### src/rtl/cpu_ctrl_pkg.sv
// Shared encodings for the hardwired control unit: opcodes, ALU selects, FSM states
// and the bundled control word driven by the output decoder.
package cpu_ctrl_pkg;

  localparam logic [4:0] OP_LD   = 5'b00000;
  localparam logic [4:0] OP_LDI  = 5'b00001;
  localparam logic [4:0] OP_ST   = 5'b00010;
  localparam logic [4:0] OP_ADD  = 5'b00011;
  localparam logic [4:0] OP_SUB  = 5'b00100;
  localparam logic [4:0] OP_AND  = 5'b00101;
  localparam logic [4:0] OP_OR   = 5'b00110;
  localparam logic [4:0] OP_ADDI = 5'b01100;
  localparam logic [4:0] OP_BR   = 5'b10010;
  localparam logic [4:0] OP_NOP  = 5'b11010;
  localparam logic [4:0] OP_HALT = 5'b11011;

  localparam logic [3:0] ALU_ADD = 4'b0000;
  localparam logic [3:0] ALU_SUB = 4'b0001;
  localparam logic [3:0] ALU_AND = 4'b0010;
  localparam logic [3:0] ALU_OR  = 4'b0011;

  typedef enum logic [3:0] {T0, T1, T2, T3, T4, T5, T6, T7, HALT} state_t;

  typedef struct packed {
    logic       gra;
    logic       grb;
    logic       grc;
    logic       rin;
    logic       rout;
    logic       ba_out;
    logic       c_out;
    logic       pc_out;
    logic       pc_in;
    logic       inc_pc;
    logic       mar_in;
    logic       mdr_in;
    logic       mdr_out;
    logic       ir_in;
    logic       y_in;
    logic       z_in;
    logic       zlow_out;
    logic       con_in;
    logic       read;
    logic       write;
    logic [3:0] alu_op;
    logic       illegal;
  } ctrl_t;

  function automatic logic is_legal(input logic [4:0] op);
    case (op)
      OP_LD, OP_LDI, OP_ST, OP_ADD, OP_SUB, OP_AND, OP_OR,
      OP_ADDI, OP_BR, OP_NOP, OP_HALT: return 1'b1;
      default:                          return 1'b0;
    endcase
  endfunction

  function automatic logic [3:0] alu_sel(input logic [4:0] op);
    case (op)
      OP_SUB:  return ALU_SUB;
      OP_AND:  return ALU_AND;
      OP_OR:   return ALU_OR;
      default: return ALU_ADD;
    endcase
  endfunction

endpackage

### src/rtl/control_outputs.sv
// Moore output decoder: maps the current T-state and opcode (plus con_ff for the
// branch commit step) onto the datapath strobes; purely combinational.
module control_outputs
  import cpu_ctrl_pkg::*;
(
  input  state_t      state,
  input  logic [31:0] ir,
  input  logic        con_ff,
  output ctrl_t       ctrl
);

  logic [4:0] op;
  logic       unused_ir_low;

  assign op            = ir[31:27];
  assign unused_ir_low = ^ir[26:0];

  always_comb begin
    ctrl = '0;
    case (state)
      T0: begin
        ctrl.pc_out = 1'b1;
        ctrl.mar_in = 1'b1;
        ctrl.inc_pc = 1'b1;
        ctrl.z_in   = 1'b1;
      end
      T1: begin
        ctrl.zlow_out = 1'b1;
        ctrl.pc_in    = 1'b1;
        ctrl.read     = 1'b1;
        ctrl.mdr_in   = 1'b1;
      end
      T2: begin
        ctrl.mdr_out = 1'b1;
        ctrl.ir_in   = 1'b1;
        ctrl.illegal = !is_legal(op);
      end
      T3: begin
        case (op)
          OP_LD, OP_LDI, OP_ST: begin
            ctrl.grb    = 1'b1;
            ctrl.ba_out = 1'b1;
            ctrl.y_in   = 1'b1;
          end
          OP_ADD, OP_SUB, OP_AND, OP_OR, OP_ADDI: begin
            ctrl.grb  = 1'b1;
            ctrl.rout = 1'b1;
            ctrl.y_in = 1'b1;
          end
          OP_BR: begin
            ctrl.gra    = 1'b1;
            ctrl.rout   = 1'b1;
            ctrl.con_in = 1'b1;
          end
          default: ;
        endcase
      end
      T4: begin
        case (op)
          OP_LD, OP_LDI, OP_ST, OP_ADDI: begin
            ctrl.c_out  = 1'b1;
            ctrl.alu_op = ALU_ADD;
            ctrl.z_in   = 1'b1;
          end
          OP_ADD, OP_SUB, OP_AND, OP_OR: begin
            ctrl.grc    = 1'b1;
            ctrl.rout   = 1'b1;
            ctrl.alu_op = alu_sel(op);
            ctrl.z_in   = 1'b1;
          end
          OP_BR: begin
            ctrl.pc_out = 1'b1;
            ctrl.y_in   = 1'b1;
          end
          default: ;
        endcase
      end
      T5: begin
        case (op)
          OP_LD, OP_ST: begin
            ctrl.zlow_out = 1'b1;
            ctrl.mar_in   = 1'b1;
          end
          OP_LDI, OP_ADD, OP_SUB, OP_AND, OP_OR, OP_ADDI: begin
            ctrl.zlow_out = 1'b1;
            ctrl.gra      = 1'b1;
            ctrl.rin      = 1'b1;
          end
          OP_BR: begin
            ctrl.c_out  = 1'b1;
            ctrl.alu_op = ALU_ADD;
            ctrl.z_in   = 1'b1;
          end
          default: ;
        endcase
      end
      T6: begin
        case (op)
          OP_LD: begin
            ctrl.read   = 1'b1;
            ctrl.mdr_in = 1'b1;
          end
          OP_ST: begin
            ctrl.gra    = 1'b1;
            ctrl.rout   = 1'b1;
            ctrl.mdr_in = 1'b1;
          end
          // Branch target is committed only when the condition held.
          OP_BR: begin
            ctrl.zlow_out = con_ff;
            ctrl.pc_in    = con_ff;
          end
          default: ;
        endcase
      end
      T7: begin
        case (op)
          OP_LD: begin
            ctrl.mdr_out = 1'b1;
            ctrl.gra     = 1'b1;
            ctrl.rin     = 1'b1;
          end
          OP_ST:   ctrl.write = 1'b1;
          default: ;
        endcase
      end
      default: ;
    endcase
  end

endmodule

### src/rtl/control_sequencer.sv
// Hardwired control sequencer: T-state register with memory-stall holds and halt
// handling, feeding the combinational strobe decoder.
module control_sequencer
  import cpu_ctrl_pkg::*;
(
  input  logic        clock,
  input  logic        reset,
  input  logic [31:0] ir,
  input  logic        mem_ready,
  input  logic        con_ff,
  input  logic        stop,
  output logic        Gra,
  output logic        Grb,
  output logic        Grc,
  output logic        Rin,
  output logic        Rout,
  output logic        BAout,
  output logic        Cout,
  output logic        PCout,
  output logic        PCin,
  output logic        IncPC,
  output logic        MARin,
  output logic        MDRin,
  output logic        MDRout,
  output logic        IRin,
  output logic        Yin,
  output logic        Zin,
  output logic        Zlowout,
  output logic        CONin,
  output logic        Read,
  output logic        Write,
  output logic [3:0]  alu_op,
  output logic        run,
  output logic        illegal
);

  state_t     state;
  state_t     state_next;
  logic       instr_done;
  logic [4:0] op;
  ctrl_t      ctrl;
  ctrl_t      ctrl_out;

  assign op = ir[31:27];

  always_ff @(posedge clock) begin
    if (reset) state <= T0;
    else       state <= state_next;
  end

  always_comb begin
    state_next = state;
    instr_done = 1'b0;
    case (state)
      T0: state_next = T1;
      T1: if (mem_ready) state_next = T2;
      T2: begin
        if (op == OP_HALT)                      state_next = HALT;
        else if (op == OP_NOP || !is_legal(op)) instr_done = 1'b1;
        else                                    state_next = T3;
      end
      T3: state_next = T4;
      T4: state_next = T5;
      T5: begin
        if (op == OP_LD || op == OP_ST || op == OP_BR) state_next = T6;
        else                                           instr_done = 1'b1;
      end
      T6: begin
        if (op == OP_LD) begin
          if (mem_ready) state_next = T7;
        end else if (op == OP_ST) begin
          state_next = T7;
        end else begin
          instr_done = 1'b1;
        end
      end
      T7:      if (op != OP_ST || mem_ready) instr_done = 1'b1;
      HALT:    state_next = HALT;
      default: state_next = T0;
    endcase
    // stop is only looked at on the cycle that actually retires the instruction.
    if (instr_done) state_next = stop ? HALT : T0;
  end

  control_outputs u_outputs (
    .state  (state),
    .ir     (ir),
    .con_ff (con_ff),
    .ctrl   (ctrl)
  );

  assign ctrl_out = reset ? '0 : ctrl;
  assign run      = reset || (state != HALT);

  assign Gra     = ctrl_out.gra;
  assign Grb     = ctrl_out.grb;
  assign Grc     = ctrl_out.grc;
  assign Rin     = ctrl_out.rin;
  assign Rout    = ctrl_out.rout;
  assign BAout   = ctrl_out.ba_out;
  assign Cout    = ctrl_out.c_out;
  assign PCout   = ctrl_out.pc_out;
  assign PCin    = ctrl_out.pc_in;
  assign IncPC   = ctrl_out.inc_pc;
  assign MARin   = ctrl_out.mar_in;
  assign MDRin   = ctrl_out.mdr_in;
  assign MDRout  = ctrl_out.mdr_out;
  assign IRin    = ctrl_out.ir_in;
  assign Yin     = ctrl_out.y_in;
  assign Zin     = ctrl_out.z_in;
  assign Zlowout = ctrl_out.zlow_out;
  assign CONin   = ctrl_out.con_in;
  assign Read    = ctrl_out.read;
  assign Write   = ctrl_out.write;
  assign alu_op  = ctrl_out.alu_op;
  assign illegal = ctrl_out.illegal;

endmodule

### config.mk
export PLATFORM = sky130hd
export DESIGN_NAME = control_sequencer
export DESIGN_NICKNAME = d
export VERILOG_FILES = /design/src/rtl/cpu_ctrl_pkg.sv /design/src/rtl/control_outputs.sv /design/src/rtl/control_sequencer.sv
export SDC_FILE = /design/constraint.sdc
export NUM_CORES = 1
export LEC_CHECK = 0
export CORE_UTILIZATION = 50
export CTS_BUF_LIST = sky130_fd_sc_hd__clkbuf_16
export DETAILED_ROUTE_END_ITERATION = 16
export DONT_BUFFER_PORTS = 1
export GPL_TIMING_DRIVEN = 0
export PLACE_DENSITY = 0.66
export SKIP_LAST_GASP = 1
export SYNTH_ARGS = -nofsm -noshare
export SYNTH_HDL_FRONTEND = slang
export SYNTH_SLANG_ARGS = --single-unit
### constraint.sdc
create_clock -name clock -period 1.91 [get_ports clock]
set_input_delay 0.0955 -clock clock [delete_from_list [all_inputs] [get_ports clock]]
set_output_delay 0.0955 -clock clock [all_outputs]
set_load 0.01 [all_outputs]
After elaboration in Yosys (flattened, before gate mapping)
Memory sizes are Yosys's and may differ from the RTL's. Index checks and enable logic that the tools add are counted.

Word-level logic and storage cells: 102. Memories: 2. Memory bits (read-only): 64. Output and inout bits: 26. Register bits after elaboration: 4.

Mux-type cells: 56. Equal/unequal tests: 26. Reduce and logical (&&, ||, !) cells: 17.

Memories: (no name shown) (words 32, bits a word 1, read ports 1, clocked after Yosys merged registers in 0, wr ports 0, RTL line cpu_ctrl_pkg.sv:50) `case (op)`; (no name shown) (words 32, bits a word 1, read ports 1, clocked after Yosys merged registers in 0, wr ports 0, RTL line cpu_ctrl_pkg.sv:50).

Operators by type and width (count): $mux W4 (11); $pmux W4 S9 (1); $mux W1 (28); $mux W25 (1); $pmux W1 S2 (9); $eq A4 B3 Y1 const B (4); $ne A4 B4 Y1 const B (4); $eq A5 B3 Y1 const B (3); $eq A5 B5 Y1 const B (3); $reduce_or A6 Y1 (2); $eq A5 B2 Y1 const B (2); $pmux W1 S3 (3); $eq A4 B2 Y1 const B (2); $pmux W1 S4 (2); $reduce_or A4 Y1 (2); $reduce_or A8 Y1 (1); $ne A3 B3 Y1 const B (2); $pmux W2 S3 (1); $reduce_and A6 Y1 (1); $eq A5 B1 Y1 const B (1); $eq A5 B4 Y1 const B (1); $logic_not A5 Y1 (1); $logic_or A1 B1 Y1 (5); $ne A5 B2 Y1 const B (1); 7 further kinds (8).

Logic depth before layout (Yosys ltp)
Gate-level depths: netlist (run 1).

Depth after elaboration: 10. Mapped depth: 6.

Hierarchy
A second synthesis (run 1) with hierarchy kept.

Cell total of the unflattened synthesis: 163. Area total of the unflattened synthesis: 1112.3 µm².

By module, submodules not included: control_outputs (area an instance 596.8 µm², instances 1, cells each 92); control_sequencer (area an instance 515.5 µm², instances 1, cells each 71).

Least setup slack after synthesis (run 1)
OpenSTA, ideal clock, no wires.

Path kind: register -> output. Start point: reg state[0]. End point: out Rout. Data required time: 1.814 ns. Path slack: 0.117 ns. Buffers on the path: 0. Arrival time: 1.698 ns. Cell stages (with the launch flop): 5. Cell sequence: dfxtp_1 or4b_2 or3_1 o211ai_1 a22o_1.

Longest elaborated chain between the ends: 3.

Ends and longest elaborated chain: start, declared (RTL line control_sequencer.sv:37) `state_t state;`; start signal, assigned (RTL line control_sequencer.sv:48) `else state <= state_next;`; $eq A4 B3 Y1 / $eq A4 B2 Y1 (equally long branches) (RTL line control_outputs.sv:20) `case (state)`; $pmux W1 S3 * (RTL line control_outputs.sv:20); $mux W25 * (RTL line control_sequencer.sv:92) `assign ctrl_out = reset ? '0 : ctrl;`; end, declared (RTL line control_sequencer.sv:16) `output logic Rout,`.

Mark *: on every way between the ends. The rest lies on a longest branch, timed or not.

Worst setup path after layout (run 1)
Same ends and word-level chain as after synthesis.

==> impl_metrics.toml, run 1 <==
[yosys]
yosys_register_bits = 4
synth_seq_area_share_pct = 8.18
ys_top_cells_by_area = "dfxtp_1, nor2_1, nand2_1"
synth_cell_types = 49
syn-cell-area_um2 = 978
async_flop_share_pct = 0
synth_top_cell_area_share_pct = 8.18
yosysWarnings = 0
synth_top_area_cell = "dfxtp_1"
synthCells = 153
synth-edff-count = 0
synthFlopType = "dfxtp_1"
synth.avg_cell_area_um2 = 6.40

[cells_and_area]
seq_area_um2 = 87.6
area_growth_pct = 18.4
multi_input_area_um2 = 877
largest_reg_flops = 4
fill_cells = 170
reg_top3 = "state: 4 flops"
antennaDiodeCount = 0
drive_gt1_share_pct = 18.5
fin_cells = 182
final_net_count = 196
top_register = "state"

[global_route]
overflow = 0
use_met1_pct = 40.1
grtUsageTotal_pct = 29.7
grt_pass1_wl_um = 4610
grt_max_degree = 11
use_met2_pct = 49.0
antenna_found_initial = 0
gr-usage-met3_pct = 3.92
grt_pass1_vias = 1015
grt-busiest-layer = "met2"

[setup_path]
crit_required_ns = 1.81
crit_arrival_ns = 1.83
cp-end-kind = "primary output"
critPathKind = "reg2out"
crit_fanout = 6
start_kind = "flip-flop"

[power_and_ir_drop]
power_w = 0.00113
power_leakage_nw = 0.394
irDropWorstVdd_mv = 0.967
pwr_density_cell_nw_per_um2 = 972

[sta]
fin_skew_ns = 0.000315
period_minus_slack_ns = 1.93
fin_setup_tns_ns = -0.0190
slew_viol_final = 0
setup_ws_ns = -0.0190
max_freq_ghz = 0.518
finalSetupViolCount = 1
slew-limit-headroom_pct = 62.6
rsz0062_at_grt = "yes"
worstMarginPinSlew_ns = 0.562
report.final.hold_viol_count = 0
min_period_over_period_pct = 101
whs_ns = 0.113

[clock_network]
clock_path_buffers = 2
clock_sinks = 4
clk_pin_slew_ns = 0.03
clock-root-buffer = "clkbuf_16"
ctsHoldBuffers = 0
htree_levels = 1
clkLatencyLatePin_ns = 0.22
cts_made_buffers = 3
cts_setup_buffers = 0
tritoncts = "yes"

[routing]
first_pass_iters = 4
ant_nets = 0
drtIter0Drc = 70
wl_um = 3080
via_per_inst = 6.64
num_vias = 1208
drc_errors = 0
drt-wirelength-per-cell_um = 16.9

[placement]
dp_slack_ns = -0.0176
numPortBuffers = 0
globalplace.congestion = 0.888
hpwl_um = 2290
numPlacedInstances = 179

[status]
violations = "negative setup slack"
status = "complete, but fails checks"

[floorplanning]
core_area_um2 = 1780
start_util_pct = 54.9
die_y_um = 46.2
die_x_um = 46.2
rows = 15
die_area_um2 = 2140
io_pins = 63

[worst_hold_path]
hp-class = "in2reg"

[run]
max-cap-violations = 0
cells by family (layout without fill, tap and decap cells):
family,after synthesis,count (layout),synth area share (%)
compound gates,46,46,32.7
simple gates,79,79,46.4
fa+ha+maj,2,2,2.05
xor+xnor,2,2,1.79
flops,4,4,8.18
buf+inv,19,22,8.44
other cells,1,2,0.383
power breakdown:
group / switching, W / internal (W)
registers: 0.0000520 / 0.000120
logic: 0.000378 / 0.000255
clock network: 0.0000544 / 0.000267
total: 0.000484 / 0.000642
final timing paths:
path                            startpoint        to  slack [ns]  depth (start not counted)
worst min register to register    state[2]  state[3]        0.87                          4
worst min-delay path                  stop  state[3]        0.11                          2
worst max register to register    state[0]  state[3]        0.04                          4
worst max-delay path              state[0]      Rout       -0.02                          4
stage by stage:
| step | area, um2 | utilization, % |
|---|---|---|
| detailed placement | 1010 | 56.8 |
| global route | 1160 | 65.0 |
| floorplan | 982 | - |
| finish | 1160 | 65.0 |
| global placement | 1010 | 56.8 |
| CTS | 1100 | 61.8 |
what timing repair did:
item                                    CTS  global route
pin swaps                                 1             2
endpoints found under the setup margin   13            14
gates resized for setup                   5            16
gates cloned                              0             0
routing by layer:
metal / up-vias / wire (um)
met2: 79 / 1350
met4: 0 / 15
li1: 584 / -
met1: 543 / 1360
met3: 2 / 354
met5: - / 0
cell type report:
class	count	share of cell area [%]
plain buffers	16	6.59
clock buffers	3	6.48
inverters	3	0.972
multi-input cells	131	75.7
flip-flops and latches	4	7.56
well taps	25	2.70
layout by cell type, fill, tap and decap left out, drive strengths merged, types with 3 or more instances in the layout:
| cell | instances |
|---|---|
| a211oi | 4 |
| nand2 | 13 |
| and2 | 4 |
| nand2b | 4 |
| nand3 | 3 |
| inv | 3 |
| a21o | 4 |
| dfxtp | 4 |
| nor4 | 3 |
| clkbuf | 12 |
| and3 | 3 |
| a311oi | 3 |
| a31oi | 3 |
| or3 | 5 |
| buf | 7 |
| o31ai | 3 |
| o21ai | 8 |
| nor2 | 18 |
| nor3 | 7 |
| a21oi | 9 |
cells in the mapped netlist, types with 4 or more instances:
cell type,number
and2_1,4
nor2_1,18
clkbuf_1,9
a21o_1,4
nand2b_1,4
a211oi_1,4
nor3_1,7
nand2_1,13
dfxtp_1,4
o21ai_0,8
or3_1,5
a21oi_1,9
critical path, cell delays in order, from the launching register on:
cell and delay, ns:
dfxtp_2 0.35, or4b_4 0.56, or3_4 0.35, o211ai_1 0.16, a22o_1 0.20
(Power assumes the default switching activity.)
==> run 2: changes to the inputs <==
--- a/config.mk
+++ b/config.mk
@@ -11,5 +11,5 @@
 export DONT_BUFFER_PORTS = 1
 export GPL_TIMING_DRIVEN = 0
-export PLACE_DENSITY = 0.66
+export PLACE_DENSITY = 0.79
 export SKIP_LAST_GASP = 1
 export SYNTH_ARGS = -nofsm -noshare
==> constraint.sdc (replaced) <==
create_clock -name clock -period 1.91 [get_ports clock]
set_input_delay 0.0955 -clock clock [delete_from_list [all_inputs] [get_ports clock]]
set_output_delay 0.0955 -clock clock [all_outputs]
set_load 0.02 [all_outputs]
==> run 2 against run 1 <==
The run still ends with negative setup slack left. Global-route usage rose by 1.1 points. Fmax fell by 4.1%. Combinational power rose by 17%. Sequential power fell by 2%. Utilization rose by 3.5 points. Worst hold slack got worse by 0.0047 ns. Critical endpoint unchanged. Largest power group unchanged.
==> impl_metrics.toml, run 2 (synthesis results as in run 1) <==
[sta]
slew-limit-headroom_pct = 49.3
setup_ws_ns = -0.103
worstMarginPinSlew_ns = 0.761
slew_viol_final = 0
finalSetupViolCount = 3
period_minus_slack_ns = 2.01
fin_setup_tns_ns = -0.138
rsz0062_at_grt = "yes"
min_period_over_period_pct = 105
report.final.hold_viol_count = 0
fin_skew_ns = 0.00241
max_freq_ghz = 0.497

[power_and_ir_drop]
p_clk_share_pct = 26.1
pwr_density_cell_nw_per_um2 = 1010
power_switching_w = 0.000569
power_frac_comb_pct = 60.2
power_leakage_nw = 0.408
swShare_pct = 46.4
p_seq_share_pct = 13.7
irDropWorstVdd_mv = 0.909
p_int_w = 0.000658

[global_route]
grtUsageTotal_pct = 30.8
grt_pass1_wl_um = 4710
grt_max_degree = 11
overflow = 0
antenna_found_initial = 0
grt_pass1_vias = 1059

[routing]
ant_nets = 0
via_per_inst = 7.09
drtIter0Drc = 93
drc_errors = 0
first_pass_iters = 4
drt-wirelength-per-cell_um = 17.6
num_vias = 1297
wl_um = 3210

[setup_path]
cp-end-kind = "primary output"
worstPathCellList = "or4b_4 -> or3_4 -> o211ai_1 -> a22o_2"
crit_arrival_ns = 1.92
crit_required_ns = 1.81
slowest_delay_ns = 0.57
critPathKind = "reg2out"
slowest_stage = "or4b_4"
r2r_end = "state[3]"
r2r_cells = 4
start_kind = "flip-flop"
reg2reg_slack_ns = -0.02
r2r-start = "state[2]"
crit_fanout = 6

[worst_hold_path]
worstHoldPathCells = 3
hp-class = "in2reg"
min_to = "state[2]"
hp-start = "reset"

[floorplanning]
start_util_pct = 54.9
die_y_um = 46.2
io_pins = 63
core_area_um2 = 1780
die_x_um = 46.2
die_area_um2 = 2140
rows = 15

[cells_and_area]
reg_top3 = "state: 4 flops"
final_net_count = 197
drive_gt1_share_pct = 25.9
post-route-util_pct = 68.5
mostFrequentLayoutCell = "nor2_1"
most-common-layout-cells = "nor2_1, nand2_1, clkbuf_1"
largest_reg_flops = 4
top_register = "state"
antennaDiodeCount = 0
area_growth_pct = 24.8

[status]
violations = "negative setup slack"
status = "complete, but fails checks"

[clock_network]
htree_levels = 1
clk_pin_slew_ns = 0.03
tritoncts = "yes"
cts_made_buffers = 3
clock-root-buffer = "clkbuf_16"
clock_sinks = 4
clkLatencyLatePin_ns = 0.22
clock_path_buffers = 2
ctsHoldBuffers = 0

[placement]
globalplace.congestion = 0.966
numPortBuffers = 0
hpwl_um = 2320

[run]
max-cap-violations = 0
run 2: cell count changes in the layout (fill, tap and decap cells not counted), moves of 2 or more:
cell and delta:
a21oi_4 +3, nor3_1 -2, nor3_2 +2, nor2_1 -4, nor2_2 +3, a21oi_1 -2
run 2: stage by stage:
stage               cell area (um2)  instances  power [W]  setup WS (ns)  hold slack [ns]
global route                   1220        183    0.00130         -0.114            0.129
global placement               1020        179   0.000766         -0.247            0.301
CTS                            1150        182    0.00116         -0.105           0.0985
detailed placement             1020        179   0.000784         -0.273            0.300
finish                         1220        183    0.00123         -0.103            0.108
floorplan                       987        154   0.000676         0.0326            0.269
run 2: per-layer routing:
layer / vias up / global-route usage (%) / share of wire [%]
li1: 589 / - / -
met1: 583 / 40.5 / 39
met2: 114 / 49.3 / 45
met3: 11 / 8.63 / 14
met4: 0 / 7.06 / 1.6
met5: - / 0 / 0
run 2: power by group through the flow:
| stage | logic, W | registers [W] | clock network [W] |
|---|---|---|---|
| 2_1_floorplan | 0.000539 | 0.000137 | 0 |
| 3_3_place_gp | 0.000623 | 0.000142 | 0 |
| 3_5_place_dp | 0.000638 | 0.000146 | 0 |
| 4_1_cts | 0.000675 | 0.000156 | 0.000329 |
| 5_1_grt | 0.000787 | 0.000174 | 0.000339 |
| 6_report | 0.000739 | 0.000168 | 0.000321 |
run 2: worst max path at each step:
| stage | slack (ns) | startpoint | endpoint | depth (start not counted) |
|---|---|---|---|---|
| after global placement | -0.25 | state[2] | Zlowout | 4 |
| after detailed placement | -0.27 | state[2] | Zlowout | 4 |
| after global routing | -0.11 | state[0] | Rout | 4 |
| after CTS | -0.10 | state[1] | Rout | 4 |
| final | -0.10 | state[0] | Rout | 4 |
| after floorplan | 0.03 | state[0] | Rout | 4 |
run 2: timing repair:
item | 4_1_cts | 5_1_grt
pin swaps | 4 | 6
buffers inserted | 0 | 1
gates resized for setup | 17 | 19
endpoints found under the setup margin | 19 | 15
run 2: critical path, delay by kind of cell, from the launching register on:
family          cells  cell delay, ns
flops               1            0.35
simple gates        2            0.92
compound gates      2            0.43
run 2: area by class of cell:
type / instances / area (um2)
Timing Repair Buffer: 1 / 7.51
Buffer: 16 / 75.1
Inverter: 3 / 11.3
Sequential cell: 4 / 90.1
Fill cell: 154 / 562
Clock buffer: 3 / 75.1
Multi-Input combinational cell: 131 / 931
Tap cell: 25 / 31.3
==> run 3: changes to the inputs <==
CTS_CLUSTER_SIZE = 24   (was not set)
SETUP_SLACK_MARGIN = 0.4   (was not set)
==> run 3 against run 2 <==
The flow now stops in global routing. Synthesized cell count did not move. Area after synthesis did not move.
==> impl_metrics.toml, run 3 <==
[placement]
numPortBuffers = 0
globalplace.congestion = 0.916
dp_slack_ns = -0.00278
placed_cell_area_um2 = 1060
hpwl_um = 2430

[yosys]
synthFlopType = "dfxtp_1"
yosysWarnings = 0
synth_cell_types = 49
synth_top_area_cell = "dfxtp_1"
async_flop_share_pct = 0
synth_seq_area_share_pct = 8.18
synth_top_cell_area_share_pct = 8.18
yosysMostFrequentCell = "nor2_1"
ys_top_cells_by_area = "dfxtp_1, nor2_1, nand2_1"
ys_top_cells_by_count = "nor2_1, nand2_1, a21oi_1, clkbuf_1, o21ai_0"
synthCells = 153
synth-edff-count = 0
yosys_register_bits = 4
synth.avg_cell_area_um2 = 6.40
syn-cell-area_um2 = 978

[global_route]
grt_max_degree = 11

[sta]
endpoint_type = "primary output"
worst_endpoint = "Rout"

[clock_network]
clock-root-buffer = "clkbuf_16"
htree_levels = 1
cts_made_buffers = 3
clock_sinks = 4
ctsHoldBuffers = 0
clock_path_buffers = 2

[floorplanning]
die_x_um = 46.2
io_pins = 63
rows = 15
start_util_pct = 54.9
die_y_um = 46.2

[status]
status = "stopped before the end"
lastStage = "global routing"
error = "[ERROR DPL-0038] Utilization greater than 100%, impossible to legalize"
==> run 3: cell counts after synthesis <==
Identical to the previous run, type by type.
==> run 3: stage by stage <==
stage / std cells / setup TNS (ns) / utilization [%]
after floorplan: 154 / 0 / -
after CTS: 199 / -0.354 / 89.6
after detailed placement: 179 / -0.00278 / 59.3
after global placement: 179 / 0 / 59.3
==> run 3: what timing repair did <==
action	CTS
endpoints found under the setup margin	27
pin swaps	16
setup buffers	17
gates resized for setup	78
endpoints found under the hold margin	0
==> run 3: logic make-up after synthesis <==
kind of cell	count (synthesis)	share of synthesized area [%]
AND/OR/NAND/NOR	79	46.4
buffers and inverters	19	8.44
other	1	0.383
flip-flops	4	8.18
adder cells (fa/ha/maj)	2	2.05
AO/OA/AOI/OAI	46	32.7
XOR/XNOR	2	1.79
==> run 4: changes to the inputs <==
CORE_AREA = 2 2 63 65   (was not set)
CORE_UTILIZATION = not set   (was 50)
CTS_BUF_LIST = not set   (was sky130_fd_sc_hd__clkbuf_16)
CTS_CLUSTER_SIZE = not set   (was 24)
DIE_AREA = 0 0 65 67   (was not set)
PLACE_DENSITY = not set   (was 0.79)
PLACE_DENSITY_LB_ADDON = 0.15   (was not set)
SETUP_SLACK_MARGIN = not set   (was 0.4)
clock period = 2.5 ns   (was 1.91 ns; I/O delays follow)
==> run 4 against run 3 <==
The run now ends clean.
==> impl_metrics.toml, run 4 (synthesis results as in run 1) <==
[status]
status = "finished clean"

[cells_and_area]
antennaDiodeCount = 0
area_growth_pct = 12.3
reg_top3 = "state: 4 flops"
final_net_count = 196
mostFrequentLayoutCell = "nor2_1"
top_register = "state"
drive_gt1_share_pct = 10.2
most-common-layout-cells = "nor2_1, nand2_1, clkbuf_1, a21oi_1, o21ai_0"
largest_reg_flops = 4

[setup_path]
worstPathCellList = "or4b_2 -> or3_1 -> nor3_1"
slowest_stage = "or4b_2"
crit_fanout = 8
cp-end-kind = "primary output"
crit_required_ns = 2.38
cp-startpoint = "state[2]"
crit_arrival_ns = 2.23
reg2reg_slack_ns = 0.52
start_kind = "flip-flop"
critPathKind = "reg2out"
cp_num_buf_inv = 0
r2r-start = "state[0]"
slowest_delay_ns = 0.71
crit_family = "simple AND/OR/NAND/NOR gates"

[clock_network]
tritoncts = "yes"
htree_levels = 1
clock_sinks = 4
cts_made_buffers = 3
clk_pin_slew_ns = 0.03
clock-root-buffer = "clkbuf_8"
clock_path_buffers = 2
ctsHoldBuffers = 0
clkLatencyLatePin_ns = 0.22

[power_and_ir_drop]
pwr_density_cell_nw_per_um2 = 691
power_leakage_nw = 0.362
irDropWorstVdd_mv = 0.222
power_w = 0.000760

[routing]
routedLengthMet1_um = 1480
maxUsedRoutingLayer = "met4"
drtIter0Drc = 63
num_vias = 1197
wl_met2_um = 1650
via_per_inst = 5.84
drc_errors = 0
wl_um = 3440
ant_nets = 0
first_pass_iters = 4
drt-wirelength-per-cell_um = 16.8
wl_met3_um = 231

[floorplanning]
die_x_um = 65
die_y_um = 67
start_util_pct = 27.1
core_area_um2 = 3610
io_pins = 63
die_area_um2 = 4360
rows = 22

[global_route]
grt_max_degree = 11
grtUsageTotal_pct = 15.7
antenna_found_initial = 0
grt_pass1_wl_um = 5290
overflow = 0
grt_pass1_vias = 1061

[placement]
numPortBuffers = 0
dp_slack_ns = 0.123
hpwl_um = 2760
globalplace.congestion = 0.838

[sta]
period_minus_slack_ns = 2.36
slew-limit-headroom_pct = 53.7
finalSetupViolCount = 0
max_freq_ghz = 0.424
fin_skew_ns = 0.000743
report.final.hold_viol_count = 0
fin_setup_tns_ns = 0
min_period_over_period_pct = 94.3
slew_viol_final = 0
worstMarginPinSlew_ns = 0.689
rsz0062_at_grt = "no"
setup_ws_ns = 0.143

[worst_hold_path]
hp-class = "in2reg"
hp-start = "reset"

[run]
max-cap-violations = 0
[run 4: final cells by class]
class,count,area [um2]
fill,405,2510
multi-input combinational,131,835
sequential,4,80.1
buffer,16,71.3
tap,48,60.1
clock buffer,3,41.3
inverter,3,11.3
[run 4: power breakdown]
group	total (W)	leakage, nW	switching (W)	internal [W]
registers	0.000118	0.0328	0.0000317	0.0000860
logic	0.000505	0.308	0.000330	0.000175
clock network	0.000137	0.0216	0.0000341	0.000103
[run 4: final timing paths]
kind                            endpoint  cells past startpoint
worst max register to register  state[3]                      4
worst min register to register  state[2]                      3
worst min-delay path            state[2]                      3
worst max-delay path                 Grc                      3
[run 4: stage by stage]
step / hold WS (ns) / utilization (%) / instances / area, um2
after global routing: 0.134 / 30.5 / 205 / 1100
after global placement: 0.332 / 28.9 / 202 / 1040
final: 0.127 / 30.5 / 205 / 1100
after detailed placement: 0.343 / 28.9 / 202 / 1040
after CTS: 0.114 / 30.2 / 205 / 1090
after floorplan: 0.299 / - / 154 / 982
[run 4: tightest hold or removal path, delay by kind of cell]
kind / cells / cell delay [ns]
compound gates: 1 / 0.09
simple gates: 2 / 0.08
[run 4: repair_timing]
action / in CTS / in global routing
buffers inserted: 0 / 0
setup endpoints to repair: 1 / 1
gates resized for setup: 1 / 1
gates cloned: 0 / 0
[run 4: metal layers]
metal  GRT usage, %  vias up
li1               -      581
met2           25.8       43
met1           20.8      564
met3           1.86        9
met4           5.85        0
met5              0        -
